### src/rtl/and_out_monitor_if.sv
// Signal bundle between the AND-gate stage driver and and_out_monitor.
// The fall_o member exists only when AND_MON_FALL_EN is defined.
interface and_out_monitor_if #(
    parameter int unsigned CNT_W = 8
);
    logic             c_in;
    logic             clr;
    logic             level_o;
    logic             rise_o;
    logic [CNT_W-1:0] count_o;
    logic             sat_o;
`ifdef AND_MON_FALL_EN
    logic             fall_o;
`endif

    modport master (
        output c_in,
        output clr,
        input  level_o,
        input  rise_o,
        input  count_o,
        input  sat_o
`ifdef AND_MON_FALL_EN
        , input fall_o
`endif
    );

    modport slave (
        input  c_in,
        input  clr,
        output level_o,
        output rise_o,
        output count_o,
        output sat_o
`ifdef AND_MON_FALL_EN
        , output fall_o
`endif
    );
endinterface

### src/rtl/and_out_monitor.sv
// Synchronises and debounces the AND-gate output into a level, a rise pulse and a
// saturating event count. Define AND_MON_FALL_EN to add the fall_o pulse.
module and_out_monitor #(
    parameter int unsigned DB_CYCLES = 4,
    parameter int unsigned CNT_W     = 8
) (
    input logic              clk,
    input logic              rst_n,
    and_out_monitor_if.slave mon
);
    typedef enum logic [1:0] {StLow, StRiseChk, StHigh, StFallChk} state_e;

    localparam logic [7:0] DbLast = 8'(DB_CYCLES - 1);

    logic             ff1_q, ff1_d;
    logic             sync_q, sync_d;
    state_e           state_q, state_d;
    logic [7:0]       stab_cnt_q, stab_cnt_d;
    logic             level_q, level_d;
    logic             rise_q, rise_d;
    logic             fall_q, fall_d;
    logic [CNT_W-1:0] count_q, count_d;

    always_comb begin
        ff1_d      = mon.c_in;
        sync_d     = ff1_q;
        state_d    = state_q;
        stab_cnt_d = stab_cnt_q;
        level_d    = level_q;
        rise_d     = 1'b0;
        fall_d     = 1'b0;

        unique case (state_q)
            StLow: begin
                if (sync_q) begin
                    state_d    = StRiseChk;
                    stab_cnt_d = 8'd1;
                end
            end
            StRiseChk: begin
                if (!sync_q) begin
                    state_d    = StLow;
                    stab_cnt_d = 8'd0;
                end else if (stab_cnt_q == DbLast) begin
                    state_d    = StHigh;
                    stab_cnt_d = 8'd0;
                    level_d    = 1'b1;
                    rise_d     = 1'b1;
                end else begin
                    stab_cnt_d = stab_cnt_q + 8'd1;
                end
            end
            StHigh: begin
                if (!sync_q) begin
                    state_d    = StFallChk;
                    stab_cnt_d = 8'd1;
                end
            end
            StFallChk: begin
                if (sync_q) begin
                    state_d    = StHigh;
                    stab_cnt_d = 8'd0;
                end else if (stab_cnt_q == DbLast) begin
                    state_d    = StLow;
                    stab_cnt_d = 8'd0;
                    level_d    = 1'b0;
                    fall_d     = 1'b1;
                end else begin
                    stab_cnt_d = stab_cnt_q + 8'd1;
                end
            end
            default: begin
                state_d    = StLow;
                stab_cnt_d = 8'd0;
            end
        endcase

        // Clear wins over the old value but not over a rise on the same edge.
        count_d = count_q;
        if (mon.clr) begin
            count_d = rise_d ? CNT_W'(1) : '0;
        end else if (rise_d && !(&count_q)) begin
            count_d = count_q + CNT_W'(1);
        end
    end

    always_ff @(posedge clk) begin
        if (!rst_n) begin
            ff1_q      <= 1'b0;
            sync_q     <= 1'b0;
            state_q    <= StLow;
            stab_cnt_q <= 8'd0;
            level_q    <= 1'b0;
            rise_q     <= 1'b0;
            fall_q     <= 1'b0;
            count_q    <= '0;
        end else begin
            ff1_q      <= ff1_d;
            sync_q     <= sync_d;
            state_q    <= state_d;
            stab_cnt_q <= stab_cnt_d;
            level_q    <= level_d;
            rise_q     <= rise_d;
            fall_q     <= fall_d;
            count_q    <= count_d;
        end
    end

    assign mon.level_o = level_q;
    assign mon.rise_o  = rise_q;
    assign mon.count_o = count_q;
    assign mon.sat_o   = &count_q;
`ifdef AND_MON_FALL_EN
    assign mon.fall_o  = fall_q;
`else
    logic unused_fall;
    assign unused_fall = fall_q;
`endif
endmodule

### src/flat_wrapper.sv
// flat-port wrapper written by rule: the top's interface ports become plain ports
module and_out_monitor_flat 
#(
    parameter int unsigned DB_CYCLES = 4,
    parameter int unsigned CNT_W     = 8
)
  (clk, rst_n, mon_c_in, mon_clr, mon_level_o, mon_rise_o, mon_count_o, mon_sat_o);
  and_out_monitor_if #(.CNT_W(CNT_W)) mon_i ();
  input logic clk;
  input logic rst_n;
  input wire logic [$bits(mon_i.c_in)-1:0] mon_c_in;
  input wire logic [$bits(mon_i.clr)-1:0] mon_clr;
  output wire logic [$bits(mon_i.level_o)-1:0] mon_level_o;
  output wire logic [$bits(mon_i.rise_o)-1:0] mon_rise_o;
  output wire logic [$bits(mon_i.count_o)-1:0] mon_count_o;
  output wire logic [$bits(mon_i.sat_o)-1:0] mon_sat_o;
  assign mon_i.c_in = mon_c_in;
  assign mon_i.clr = mon_clr;
  assign mon_level_o = mon_i.level_o;
  assign mon_rise_o = mon_i.rise_o;
  assign mon_count_o = mon_i.count_o;
  assign mon_sat_o = mon_i.sat_o;
  and_out_monitor #(.DB_CYCLES(DB_CYCLES), .CNT_W(CNT_W)) u_core (.clk(clk), .rst_n(rst_n), .mon(mon_i));
endmodule
### config.mk
export PLATFORM = sky130hd
export DESIGN_NAME = and_out_monitor_flat
export DESIGN_NICKNAME = d
export VERILOG_FILES = /design/src/rtl/and_out_monitor_if.sv /design/src/rtl/and_out_monitor.sv /design/src/flat_wrapper.sv
export SDC_FILE = /design/constraint.sdc
export NUM_CORES = 1
export LEC_CHECK = 0
export CAP_MARGIN = 25
export CORE_ASPECT_RATIO = 1.1
export CORE_UTILIZATION = 53
export DETAILED_ROUTE_END_ITERATION = 16
export GPL_TIMING_DRIVEN = 0
export PLACE_DENSITY = 0.85
export SLEW_MARGIN = 20
export SYNTH_ARGS = -nofsm -noshare
export SYNTH_HDL_FRONTEND = slang
export SYNTH_SLANG_ARGS = --single-unit
### constraint.sdc
create_clock -name clk -period 1.9 [get_ports clk]
set_input_delay 0.285 -clock clk [delete_from_list [all_inputs] [get_ports clk]]
set_output_delay 0.285 -clock clk [all_outputs]
set_load 0.02 [all_outputs]
== Word-level counts from Yosys, hierarchy flattened ==
Index checks and enable logic that the tools add are counted.

* Output and inout port bits: 11
* Input port bits: 4
* Flip-flop bits (word level): 22
* Logic and storage cells: 54

* Multiplexer cells: 24
* Reductions and logical operators: 9
* $add $sub $neg: 2
* Eq/ne operators: 12

{| class="wikitable"
|+ Operators by type and width
! operator !! count
|-
| 2-to-1 mux 8 bit || 7
|-
| case mux 8 bit (4 select lines) || 1
|-
| adder 8 x 1 -> 8 bit (second input constant) || 2
|-
| 2-to-1 mux 2 bit || 6
|-
| equality test 8 x 2 -> 1 bit (second input constant) || 1
|-
| 2-to-1 mux 1 bit || 8
|-
| inequality test 2 x 1 -> 1 bit (second input constant) || 4
|-
| case mux 2 bit (4 select lines) || 1
|-
| AND reduction 8 bit || 1
|-
| AND reduction 5 bit || 1
|-
| equality test 2 bit (second input constant) || 2
|-
| inequality test 2 bit (second input constant) || 2
|-
| AND reduction 4 bit || 1
|-
| nonzero test 2 bit || 2
|-
| inequality test 3 x 1 -> 1 bit (second input constant) || 1
|-
| inequality test 3 bit (second input constant) || 1
|-
| equality test 2 x 1 -> 1 bit (second input constant) || 1
|-
| logical NOT 2 bit || 1
|-
| case mux 1 bit (2 select lines) || 1
|-
| AND reduction 2 bit || 1
|-
| logical AND 1 bit || 1
|-
| logical NOT 1 bit || 1
|}

== Depth between registers and ports, before layout ==
* Depth in word-level cells: 7
* Depth in mapped cells: 6
* Gate-level depth less buffers: 5

== Worst setup path before layout ==
No wires, ideal clock.

* Path type: reg2reg
* From: register u_core.count_q[0] (netlist: u_core.mon.count_o[0])
* To: register u_core.count_q[2] (netlist: u_core.mon.count_o[2])
* Stages on the path, launching flop included: 7
* Data required time: 1.830 ns
* Arrival time: 1.712 ns
* Buffers on the path: 1
* Setup slack: 0.118 ns
* Cells stage by stage: dfxtp_1 ha_1 nand3_1 inv_1 clkbuf_1 or4_1 a21oi_1

* Longest elaborated chain between the ends: 4
* Elaborated cells on any way between the ends: 7
* Those cells by class: 1 x add/sub; 2 x mux; 4 x reduce/logical

{| class="wikitable"
|+ Ends and longest elaborated chain
! item !! RTL line !! RTL
|-
| start, declared || and_out_monitor.sv:22 || <nowiki>logic [CNT_W-1:0] count_q, count_d;</nowiki>
|-
| start signal, assigned || and_out_monitor.sv:105 || <nowiki>count_q <= count_d;</nowiki>
|-
| AND reduction 8 bit || - ||
|-
| named net mon_sat_o || flat_wrapper.sv:16 || <nowiki>output wire logic [$bits(mon_i.sat_o)-1:0] mon_sat_o;</nowiki>
|-
| logical NOT 1 bit || and_out_monitor.sv:82 || <nowiki>end else if (rise_d && !(&count_q)) begin</nowiki>
|-
| logical AND 1 bit || and_out_monitor.sv:82 ||
|-
| nonzero test 2 bit (no source line) || - ||
|}

The timed path passes the listed nets, and every way through them passes these cells. The select of a mux whose other input is x is not followed.
A chain may end at the register's enable or synchronous reset.

== Worst setup path in the final report ==
* From: register u_core.count_q[0] (netlist: u_core.mon.count_o[0])
* To: output port mon_sat_o

* Longest elaborated chain between the ends: 1

{| class="wikitable"
|+ Ends and longest elaborated chain
! item !! RTL line !! RTL
|-
| AND reduction 8 bit || and_out_monitor.sv:112 || <nowiki>assign mon.sat_o = &count_q;</nowiki>
|-
| end, declared || flat_wrapper.sv:16 ||
|}

Every way passes these cells.

==> summary.md <==
| Metric | Value |
|---|---|
| Synth area leader | dfxtp_1 |
| Largest cells by area after synthesis | dfxtp_1 40%, a21oi_1 5.9%, nand3_1 4.1% |
| Min Tclk post-route | ~1800 ps |
| CTS Sinks | 22 |
| Post-Syn Area per Cell | 8.82 µm² |
| Share of cells above drive strength 1 | 0.199 |
| Hold depth | 1 |
| Syn nets | approximately 130 |
| Number of max-slew violations in the final report | 0 |
| Synthesized cell area | approximately 1100 µm² |
| Hold Fails Final Rpt | 0 |
| Sw Share | 0.212 |
| Dpl cells | 166 |
| Htree depth | 1 |
| WL/cell | ~15 µm |
| Synth Instances | 125 |
| Area after DPL | between 1000 and 1500 µm² |
| Worst Hold End | u_core.sync_q |
| Number of global-route vias before repair | 884 |
| Lkg Pwr | approximately 0.45 nW |
| Clock latency on the worst-skew pair | between 300 and 400 ps |
| Combinational share of power | 0.053 |
| R2R Path Start | u_core.stab_cnt_q[0] |
| CTS max path bufs | 2 |
| FF-to-FF End | u_core.mon.count_o[2] |
| Ys Warns | 0 |
| Fmax | between 500 and 600 MHz |
| Setup crit end kind | output port |
| Pin count of the biggest net entering global routing | 14 |
| Status | complete, no violations |
| Critical Path RT | 1620 ps |
| DR iter-0 viols | 35 |
| Number of diodes | 0 |
| Worst Tran Pin Value | 579 ps |
| DRC errors left | 0 |
| Internal | 698 µW |
| Vias per inst | about 6 |
| Total power | 885 µW |
| Seq cells post-synth | 22 |
| Die width | 45.5 µm |
| Fin area | 1380 µm² |
| Clock power frac | 0.413 |
| Min-delay worst type | flip-flop to flip-flop |
| Max-Cap Viols | 0 |
| CTS clk-pin slew, worst paths | ~140 ps |
| Crit-path max FO | 10 |
| Initial antenna violation count | 0 |
| R2R Setup Slk | 70 ps |
| Die area | 2270 µm² |
| Area share of the largest cell type after synthesis | 0.400 |
| ANT nets after route | 0 |
| I/O pin total | 15 |
| Pwr Density | 640 nW/µm² |
| Critical Path Source Type | flip-flop |
| Detailed Routing Iterations Pass 1 | 6 |
| Via Count | 1060 |
| Remaining global-route overflow | 0 |
| Num rows | 16 |
| Area Overhead vs Synth | 25.4% |
| Critical Path AT | 1550 ps |
| First-pass GRT wire length | about 3.8 mm |
| Setup CP Type | flip-flop to output port |
| Hold_buf cts | 0 |
| Setup Skew | 11.6 ps |
| Final worst-path cycle share | 0.965 |
| Total track usage | 0.224 |
| Beginning of the worst hold path | u_core.ff1_q |
| Dpl hpwl | 1.71 mm |
| VDD IR max | 511 µV |
| Layout Nets | 153 |
| R2r worst-path depth | 6 |
| Sw Pwr | ~190 µW |
| Final core occ | 0.743 |
| Final Non-Filler Cells | around 170 |
| Inserted Clock Buffers | 3 |
| Routed WL | 2.52 mm |
| Seq pwr share | 0.533 |
| Max-slew headroom | 0.612 |
| Initial Util | 0.592 |
| Sequential-to-total area share from yosys stat | 0.400 |
| Die Span Y | 49.8 µm |
| CORE AREA | 1860 µm² |
| Clock root cell | clkbuf_4 |
| Routability Congestion | 0.865 |
| CTS tree | done |
| Final setup TNS | 0 ps |
| Final setup fails | 0 |
| Library cells used by synthesis | 38 |
| I/O Buffers | 14 |
flip-flops by register name, indices dropped and copies added, names as in the netlist, named ones only:
| signal | flops |
|---|---|
| u_core.mon.level_o | 1 |
| u_core.ff1_q | 1 |
| u_core.stab_cnt_q | 8 |
| u_core.mon.count_o | 8 |
| u_core.state_q | 1 |
| u_core.sync_q | 1 |
| u_core.mon.rise_o | 1 |
cell usage in the layout (no fill, tap or decap), types with 3 or more instances in the layout:
cell type        synthesis  routed
inv_1                    6       5
o31ai_1                  4       4
a31oi_1                  3       3
nor2_1                   6       6
nand3_1                  9       9
or4_1                    5       5
clkdlybuf4s50_1          0      13
nor3_1                   4       4
dfxtp_1                 22      14
buf_4                    0       4
clkbuf_4                 0       3
dfxtp_2                  0       6
and2_1                   3       3
o21ai_0                  9       9
a21oi_1                 13      13
nand2_1                  8       8
metal layers:
layer | share of wire | vias to the layer above | track usage
li1 | - | 514 | -
met1 | 0.44 | 497 | 0.325
met2 | 0.48 | 47 | 0.338
met3 | 0.060 | 2 | 0.0220
met4 | 0.011 | 0 | 0.0758
met5 | 0 | - | 0
area by class of cell:
cell class	instances	area [µm²]
sequential	22	455
timing repair buffer	17	158
clock inverter	1	30.0
multi-input combinational	94	638
inverter	7	26.3
clock buffer	3	22.5
tap	27	33.8
buffer	2	18.8
fill	133	479
cell usage after synthesis:
master and count:
dfxtp_1 22, a21oi_1 13, nand3_1 9, o21ai_0 9
nand2_1 8, inv_1 6, nor2_1 6, or4_1 5
nor3_1 4, o31ai_1 4, a31oi_1 3, and2_1 3
and3_1 2, and3_2 2, ha_1 2, nand4_1 2
nand4b_1 2, o21a_1 2, xnor2_1 2, a2111oi_2 1
a211o_2 1, a211oi_1 1, a21o_1 1, a22oi_1 1
a32o_1 1, a41oi_1 1, buf_6 1, clkbuf_1 1
inv_2 1, nand2b_1 1, nand3_4 1, nor2b_1 1
nor4b_1 1, nor4b_2 1, nor4b_4 1, o2111a_1 1
o41ai_1 1, xor2_1 1
power groups by stage:
| stage | Combinational [mW] | Sequential (mW) | Clock (mW) |
|---|---|---|---|
| 2_1_floorplan | 0.0242 | 0.486 | 0 |
| 3_3_place_gp | 0.0427 | 0.484 | 0 |
| 3_5_place_dp | 0.0444 | 0.485 | 0 |
| 4_1_cts | 0.0464 | 0.473 | 0.370 |
| 5_1_grt | 0.0510 | 0.473 | 0.389 |
| 6_report | 0.0472 | 0.472 | 0.366 |
per-stage QoR:
stage                     hold WS [ps]  setup slack (ps)
after floorplan                    407               118
final                              473              66.0
after global placement             418              -331
after detailed placement           438              -391
after CTS                          470              23.7
after global routing               510             -6.54
logic make-up after synthesis:
family	after synthesis	share of synthesized area
and+or+nand+nor	49	0.280
adders and majority gates	2	0.0227
xor gates and xnor gates	3	0.0238
buffers and inverters	9	0.0374
DFF	22	0.400
AOI/OAI and AO/OA	40	0.236
worst max path at each step:
| stage | start | endpoint | slack, ps |
|---|---|---|---|
| 2_1_floorplan | u_core.mon.count_o[0] | u_core.mon.count_o[2] | 120 |
| 3_3_place_gp | u_core.mon.count_o[0] | mon_sat_o | -330 |
| 3_5_place_dp | u_core.mon.count_o[0] | mon_sat_o | -390 |
| 4_1_cts | u_core.stab_cnt_q[0] | u_core.mon.count_o[2] | 20 |
| 5_1_grt | u_core.stab_cnt_q[0] | u_core.mon.count_o[2] | -7 |
| 6_report | u_core.mon.count_o[0] | mon_sat_o | 70 |
repair_timing:
item                       4_1_cts  5_1_grt
setup buffers                    1        2
resized for setup               13        8
setup endpoints to repair        4        5
pin swaps                        0        1
critical path, cell delays in order, from the launching register on:
cell and delay (ps):
dfxtp_4 400, ha_2 230, nand3_1 150, inv_2 100, buf_4 170, buf_2 180
(Power assumes the default switching activity.)
